File: config.mk
export PLATFORM = sky130hd
export DESIGN_NAME = key_matrix_scanner_flat
export DESIGN_NICKNAME = d
export VERILOG_FILES = /design/src/rtl/key_matrix_scanner_pkg.sv /design/src/rtl/key_matrix_scanner_if.sv /design/src/rtl/key_matrix_scanner_fifo.sv /design/src/rtl/key_matrix_scanner.sv /design/src/flat_wrapper.sv
export SDC_FILE = /design/constraint.sdc
export NUM_CORES = 1
export LEC_CHECK = 0
export ABC_AREA = 1
export CAP_MARGIN = 5
export CORE_UTILIZATION = 30
export DETAILED_ROUTE_END_ITERATION = 7
export GPL_TIMING_DRIVEN = 0
export PLACE_DENSITY = 0.55
export SLEW_MARGIN = 20
export SYNTH_ARGS = -nofsm -noshare
export SYNTH_HDL_FRONTEND = slang
export SYNTH_SLANG_ARGS = --single-unit
File: constraint.sdc
create_clock -name clk -period 19.53 [get_ports clk]
set_input_delay 3.906 -clock clk [delete_from_list [all_inputs] [get_ports clk]]
set_output_delay 3.906 -clock clk [all_outputs]
set_load 0.02 [all_outputs]
File: src/rtl/key_matrix_scanner_pkg.sv
`default_nettype none
// ============================================================================
// Module      : key_matrix_scanner_pkg
// Description : Shared matrix dimensions, event record and column-drive helper.
// Revision    : 1.0 - initial release
// ============================================================================
package key_matrix_scanner_pkg;

    localparam int NUM_COLS  = 4;
    localparam int NUM_ROWS  = 8;
    localparam int KEY_COUNT = NUM_COLS * NUM_ROWS;
    localparam int KEY_IDX_W = 5;
    localparam int COL_IDX_W = 2;
    localparam int ROW_IDX_W = 3;

    typedef struct packed {
        logic                 press;
        logic [KEY_IDX_W-1:0] code;
    } key_event_t;

    localparam int EVENT_W = $bits(key_event_t);

    // Active-low one-hot drive pattern for a column index.
    function automatic logic [NUM_COLS-1:0] col_drive(input logic [COL_IDX_W-1:0] col);
        col_drive = ~(NUM_COLS'(1) << col);
    endfunction

endpackage
`default_nettype wire

File: src/rtl/key_matrix_scanner_if.sv
`default_nettype none
// ============================================================================
// Module      : key_matrix_scanner_if
// Description : Matrix drive/sense lines, key state and press/release event stream.
// Revision    : 1.0 - initial release
// ============================================================================
interface key_matrix_scanner_if;
    import key_matrix_scanner_pkg::*;

    logic [NUM_COLS-1:0]  col_n;
    logic [NUM_ROWS-1:0]  row_n;
    logic [KEY_COUNT-1:0] keys;
    logic                 ev_valid;
    logic                 ev_ready;
    logic [KEY_IDX_W-1:0] ev_code;
    logic                 ev_press;
    logic                 overflow;
    logic                 ovf_clr;

    // master = scanner side, slave = matrix hardware plus event consumer
    modport master (
        output col_n, keys, ev_valid, ev_code, ev_press, overflow,
        input  row_n, ev_ready, ovf_clr
    );

    modport slave (
        input  col_n, keys, ev_valid, ev_code, ev_press, overflow,
        output row_n, ev_ready, ovf_clr
    );

endinterface
`default_nettype wire

File: src/rtl/key_matrix_scanner_fifo.sv
`default_nettype none
// ============================================================================
// Module      : key_event_fifo
// Description : First-word-fall-through event queue; a push into a full queue
//               is accepted only when a pop happens in the same cycle.
// Revision    : 1.0 - initial release
// ============================================================================
module key_event_fifo #(
    parameter int DEPTH = 4,
    parameter int WIDTH = 6
) (
    input  wire logic             clk,
    input  wire logic             reset,
    input  wire logic             push_i,
    input  wire logic [WIDTH-1:0] push_data_i,
    input  wire logic             pop_i,
    output logic      [WIDTH-1:0] head_o,
    output logic                  empty_o,
    output logic                  full_o
);

    localparam int             PTR_W    = (DEPTH > 1) ? $clog2(DEPTH) : 1;
    localparam logic [PTR_W-1:0] C_LAST = PTR_W'(DEPTH - 1);
    localparam logic [PTR_W:0]   C_FULL = (PTR_W + 1)'(DEPTH);

    logic [WIDTH-1:0] mem_q [DEPTH];
    logic [PTR_W-1:0] wr_ptr_q;
    logic [PTR_W-1:0] rd_ptr_q;
    logic [PTR_W:0]   count_q;
    logic             w_pop;
    logic             w_push;

    function automatic logic [PTR_W-1:0] ptr_inc(input logic [PTR_W-1:0] p);
        ptr_inc = (p == C_LAST) ? '0 : p + 1'b1;
    endfunction

    assign empty_o = (count_q == '0);
    assign full_o  = (count_q == C_FULL);
    assign head_o  = mem_q[rd_ptr_q];
    assign w_pop   = pop_i & ~empty_o;
    assign w_push  = push_i & (~full_o | w_pop);

    always_ff @(posedge clk or posedge reset) begin
        if (reset) begin
            for (int i = 0; i < DEPTH; i++) begin
                mem_q[i] <= '0;
            end
            wr_ptr_q <= '0;
            rd_ptr_q <= '0;
            count_q  <= '0;
        end else begin
            // When full with a pop, the write slot is the one leaving the head.
            if (w_push) begin
                mem_q[wr_ptr_q] <= push_data_i;
                wr_ptr_q        <= ptr_inc(wr_ptr_q);
            end
            if (w_pop) begin
                rd_ptr_q <= ptr_inc(rd_ptr_q);
            end
            if (w_push && !w_pop) begin
                count_q <= count_q + 1'b1;
            end else if (!w_push && w_pop) begin
                count_q <= count_q - 1'b1;
            end
        end
    end

endmodule
`default_nettype wire

File: src/rtl/key_matrix_scanner.sv
`default_nettype none
// ============================================================================
// Module      : key_matrix_scanner
// Description : 4x8 key matrix strober with per-key debounce and event queue.
// Revision    : 1.0 - initial release
// ============================================================================
module key_matrix_scanner
    import key_matrix_scanner_pkg::*;
#(
    parameter int COL_CYCLES     = 3000,
    parameter int DEBOUNCE_SCANS = 4,
    parameter int FIFO_DEPTH     = 4
) (
    input  wire logic             clk,
    input  wire logic             reset,
    key_matrix_scanner_if.master  bus
);

    localparam int               CNT_W        = $clog2(COL_CYCLES);
    localparam logic [CNT_W-1:0] C_CNT_LAST   = CNT_W'(COL_CYCLES - 1);
    localparam logic [CNT_W-1:0] C_EVAL_START = CNT_W'(COL_CYCLES - NUM_ROWS);
    localparam logic [3:0]       C_DEB_LAST   = 4'(DEBOUNCE_SCANS - 1);

    logic [NUM_ROWS-1:0]  row_meta_q;
    logic [NUM_ROWS-1:0]  row_sync_q;
    logic [CNT_W-1:0]     cnt_q, cnt_d;
    logic [COL_IDX_W-1:0] col_q, col_d;
    logic [NUM_COLS-1:0]  col_n_q, col_n_d;
    logic [KEY_COUNT-1:0] keys_q;
    logic [3:0]           deb_q [KEY_COUNT];
    logic                 ovf_q, ovf_d;

    logic                 w_wrap;
    logic                 w_eval;
    logic [CNT_W-1:0]     w_row_off;
    logic [ROW_IDX_W-1:0] w_row;
    logic [KEY_IDX_W-1:0] w_key;
    logic                 w_sample;
    logic                 w_disagree;
    logic                 w_flip;
    logic                 w_pop;
    logic                 w_drop;
    logic                 w_full;
    logic                 w_empty;
    key_event_t           w_event;
    key_event_t           w_head;

    // The last NUM_ROWS cycles of each column period evaluate rows 0..7 in order.
    assign w_wrap     = (cnt_q == C_CNT_LAST);
    assign w_eval     = (cnt_q >= C_EVAL_START);
    assign w_row_off  = cnt_q - C_EVAL_START;
    assign w_row      = w_row_off[ROW_IDX_W-1:0];
    assign w_key      = {col_q, w_row};
    assign w_sample   = ~row_sync_q[w_row];
    assign w_disagree = (w_sample != keys_q[w_key]);
    assign w_flip     = w_eval & w_disagree & (deb_q[w_key] == C_DEB_LAST);

    assign w_event.press = w_sample;
    assign w_event.code  = w_key;

    assign w_pop  = ~w_empty & bus.ev_ready;
    assign w_drop = w_flip & w_full & ~w_pop;

    always_comb begin
        cnt_d   = cnt_q + 1'b1;
        col_d   = col_q;
        col_n_d = col_n_q;
        if (w_wrap) begin
            cnt_d   = '0;
            col_d   = col_q + 1'b1;
            col_n_d = col_drive(col_d);
        end
        // A drop in the same cycle as a clear keeps the flag set.
        ovf_d = ovf_q;
        if (w_drop) begin
            ovf_d = 1'b1;
        end else if (bus.ovf_clr) begin
            ovf_d = 1'b0;
        end
    end

    always_ff @(posedge clk or posedge reset) begin
        if (reset) begin
            row_meta_q <= '1;
            row_sync_q <= '1;
            cnt_q      <= '0;
            col_q      <= '0;
            col_n_q    <= col_drive('0);
            keys_q     <= '0;
            ovf_q      <= 1'b0;
            for (int i = 0; i < KEY_COUNT; i++) begin
                deb_q[i] <= '0;
            end
        end else begin
            row_meta_q <= bus.row_n;
            row_sync_q <= row_meta_q;
            cnt_q      <= cnt_d;
            col_q      <= col_d;
            col_n_q    <= col_n_d;
            ovf_q      <= ovf_d;
            if (w_eval) begin
                if (!w_disagree) begin
                    deb_q[w_key] <= '0;
                end else if (w_flip) begin
                    deb_q[w_key]  <= '0;
                    keys_q[w_key] <= w_sample;
                end else begin
                    deb_q[w_key] <= deb_q[w_key] + 1'b1;
                end
            end
        end
    end

    key_event_fifo #(
        .DEPTH (FIFO_DEPTH),
        .WIDTH (EVENT_W)
    ) u_fifo (
        .clk         (clk),
        .reset       (reset),
        .push_i      (w_flip),
        .push_data_i (w_event),
        .pop_i       (w_pop),
        .head_o      (w_head),
        .empty_o     (w_empty),
        .full_o      (w_full)
    );

    assign bus.col_n    = col_n_q;
    assign bus.keys     = keys_q;
    assign bus.ev_valid = ~w_empty;
    assign bus.ev_code  = w_head.code;
    assign bus.ev_press = w_head.press;
    assign bus.overflow = ovf_q;

endmodule
`default_nettype wire

File: src/flat_wrapper.sv
// flat-port wrapper written by rule: the top's interface ports become plain ports
module key_matrix_scanner_flat import key_matrix_scanner_pkg::*;
#(
    parameter int COL_CYCLES     = 3000,
    parameter int DEBOUNCE_SCANS = 4,
    parameter int FIFO_DEPTH     = 4
)
  (clk, reset, bus_col_n, bus_keys, bus_ev_valid, bus_ev_code, bus_ev_press, bus_overflow, bus_row_n, bus_ev_ready, bus_ovf_clr);
  key_matrix_scanner_if bus_i ();
  input  wire logic clk;
  input  wire logic reset;
  output wire logic [$bits(bus_i.col_n)-1:0] bus_col_n;
  output wire logic [$bits(bus_i.keys)-1:0] bus_keys;
  output wire logic [$bits(bus_i.ev_valid)-1:0] bus_ev_valid;
  output wire logic [$bits(bus_i.ev_code)-1:0] bus_ev_code;
  output wire logic [$bits(bus_i.ev_press)-1:0] bus_ev_press;
  output wire logic [$bits(bus_i.overflow)-1:0] bus_overflow;
  input wire logic [$bits(bus_i.row_n)-1:0] bus_row_n;
  input wire logic [$bits(bus_i.ev_ready)-1:0] bus_ev_ready;
  input wire logic [$bits(bus_i.ovf_clr)-1:0] bus_ovf_clr;
  assign bus_col_n = bus_i.col_n;
  assign bus_keys = bus_i.keys;
  assign bus_ev_valid = bus_i.ev_valid;
  assign bus_ev_code = bus_i.ev_code;
  assign bus_ev_press = bus_i.ev_press;
  assign bus_overflow = bus_i.overflow;
  assign bus_i.row_n = bus_row_n;
  assign bus_i.ev_ready = bus_ev_ready;
  assign bus_i.ovf_clr = bus_ovf_clr;
  key_matrix_scanner #(.COL_CYCLES(COL_CYCLES), .DEBOUNCE_SCANS(DEBOUNCE_SCANS), .FIFO_DEPTH(FIFO_DEPTH)) u_core (.clk(clk), .reset(reset), .bus(bus_i));
endmodule
==> flow_summary.ini <==
[die]
start_util_pct = 30.6
coreArea_mm2 = 0.0379
dieWidth_um = 199
fp.dieH_um = 199
core.rowCount = 71
io_pins = 56
fp.dieArea_mm2 = 0.0395

[sta]
period_minus_slack_ns = 6.34
setup_tns_ns = 0
rsz0062_at_grt = no
tightest_slew_ns = 0.829
slew_headroom_pct = 44.7
setup_viol = 0
fin_crit_sh_pct = 32.5
maxSlewViolCount = 0
max_freq_mhz = 158
clock_skew_ns = 0.00954
hold_violations = 0

[route]
ant_nets = 0
vias_per_cell = 4.84
routed_wl_um = 37900
num_vias = 10122
drc = 0
drtIter0Drc = 886
wire_per_inst_um = 18.1
dr.pass1.iters = 5

[critical_path]
reg2reg_depth = 24
path_class = reg -> out
critical_path.endpoint_type = output port
worstPathArrival_ns = 2.43
crit_fanout = 10
critPathLaunchType = register
cp.required_ns = 15.62

[cells_and_area]
area_growth_pct = 18.1
final_common_cell = nand2_1
drive_above_1_share_pct = 12.1
fin_nets = 1590
diodes = 0
utilization_pct = 36.2
final_cell_mix = nand2_1 (472), dfrtp_1 (207), inv_1 (165), nand3_1 (161), nor2_1 (72)

[place]
hpwlAfterDp_um = 26900
io_buffer_count = 55
place.gp.congestion = 0.930

[global_route]
grt_pass1_vias = 9862
grt_pass1_wl_um = 58800
gr-usage-all-layers_pct = 19.8
antenna_found_initial = 0
grt_max_degree = 94
overflow = 0

[synth]
synth_ff_type = dfrtp_1
synth-edff-count = 0
syn_inst = 1476
syn-cell-area_mm2 = 0.0116
yosysUniqueCellTypes = 34
synth_area_per_cell_um2 = 7.88
seq_area_frac_synth_pct = 48.9
yosysWarnings = 0
ys_seq_elements = 226
ys_async_sr_fraction_pct = 100
synthesis.nets = 1504

[run]
max_cap_violations = 0

[hold_path]
hp-class = reg -> reg
min_path_cells = 0

[clock_tree]
cts_htree_levels = 1
clock-sinks = 226
holdBufCountCts = 0
cts_tree = yes
post_cts_buffers = 0
ctsLongestPathBuffers = 3
clk_pin_slew_ns = 0.05
root_buffer = clkbuf_16
cts_buffers = 27
postCtsResizedCells = 0
insertion_delay_ns = 0.54

[pwr]
peakVddDrop_mv = 0.0475
power.internal_mw = 0.800
seq_power_share_pct = 45.5
cellPowerDensity_mw_per_mm2 = 77.6
p_leak_nw = 7.03
combPwrFrac_pct = 8.8
switching_share_pct = 24.9
p_sw_mw = 0.265
power_mw = 1.06
p_clk_share_pct = 45.7

[run_status]
status = finished, final reports clean
==> stage by stage <==
step                hold WS, ns  instances  area, µm²  worst slack, ns
floorplan                 0.345       1476      11600             9.46
global placement          0.347       2042      12800             6.03
detailed placement        0.347       2044      12900            13.28
CTS                       0.353       2093      13700            13.20
global route              0.358       2093      13700            13.06
finish                    0.354       2093      13700            13.19
==> critical path, stage by stage (launching register included) <==
cell	delay, ns
dfrtp_1	0.43
inv_1	0.12
clkbuf_1	0.38
o21ai_0	0.16
o22ai_1	0.16
clkdlybuf4s50_1	0.65
==> power groups by stage <==
stage                     Clock (mW)  Combinational [mW]  Sequential (mW)
after floorplan                    0              0.0597            0.490
after global placement             0              0.0921            0.492
after detailed placement           0              0.0955            0.492
after CTS                      0.497              0.0955            0.484
after global routing           0.514               0.104            0.486
final                          0.487              0.0941            0.484
==> cells in the mapped netlist, drive strengths merged, types with 15 or more instances <==
library cell  number  share of area (%)
a21oi             69                3.0
buf               52                3.0
clkbuf            17               0.55
dfrtp            207                 45
dfstp             19                4.3
ha                15                1.6
inv              169                5.5
mux2i             36                3.1
nand2            479                 16
nand3            163                7.1
nand4             27                1.5
nor2              75                2.6
o21ai             63                2.8
or2               63                3.4
==> state kept, by name, indices dropped and copies added, names as in the netlist, 2 cells and up <==
name                    flops
u_core.cnt_q               12
u_core.bus.keys            32
u_core.u_fifo.rd_ptr_q      2
u_core.bus.col_n            4
u_core.u_fifo.wr_ptr_q      2
u_core.deb_q              128
u_core.u_fifo.count_q       3
u_core.row_meta_q           8
u_core.row_sync_q           8
u_core.u_fifo.mem_q        24
u_core.col_q                2
==> logic make-up after synthesis <==
| kind of cell | share of synthesized area, % |
|---|---|
| adders and majority gates | 1.79 |
| DFF | 48.9 |
| buffers and inverters | 9.06 |
| xor gates and xnor gates | 0.301 |
| AOI/OAI and AO/OA | 6.24 |
| and+or+nand+nor | 30.5 |
| muxes | 3.20 |
==> path summary, 6_finish.rpt <==
check                                          start                        to  slack, ns
min in group asynchronous                      reset       u_core.bus.keys[15]       3.76
max reg2reg                          u_core.cnt_q[2]  u_core.u_fifo.count_q[2]      15.21
min reg2reg                     u_core.row_meta_q[7]      u_core.row_sync_q[7]       0.35
max                        u_core.u_fifo.rd_ptr_q[0]            bus_ev_code[4]      13.19
min                             u_core.row_meta_q[7]      u_core.row_sync_q[7]       0.35
max in group asynchronous                      reset          u_core.deb_q[11]      14.50
==> metal layers <==
layer  track usage (%)  up-vias  wire, µm
met5                 0        -         0
met4              6.27        0      1110
met3              2.80       90      2760
met2              31.1      372     17000
met1              27.9     4804     17100
li1                  -     4856         -
==> layout make-up <==
class	count	area, µm²
fill	3976	24200
sequential	226	5680
multi-input combinational	1010	4890
clock buffer	42	813
inverter	171	652
tap	511	639
timing repair buffer	57	606
buffer	69	409
clock inverter	7	40.0
Power figures use the tool's default switching activity.
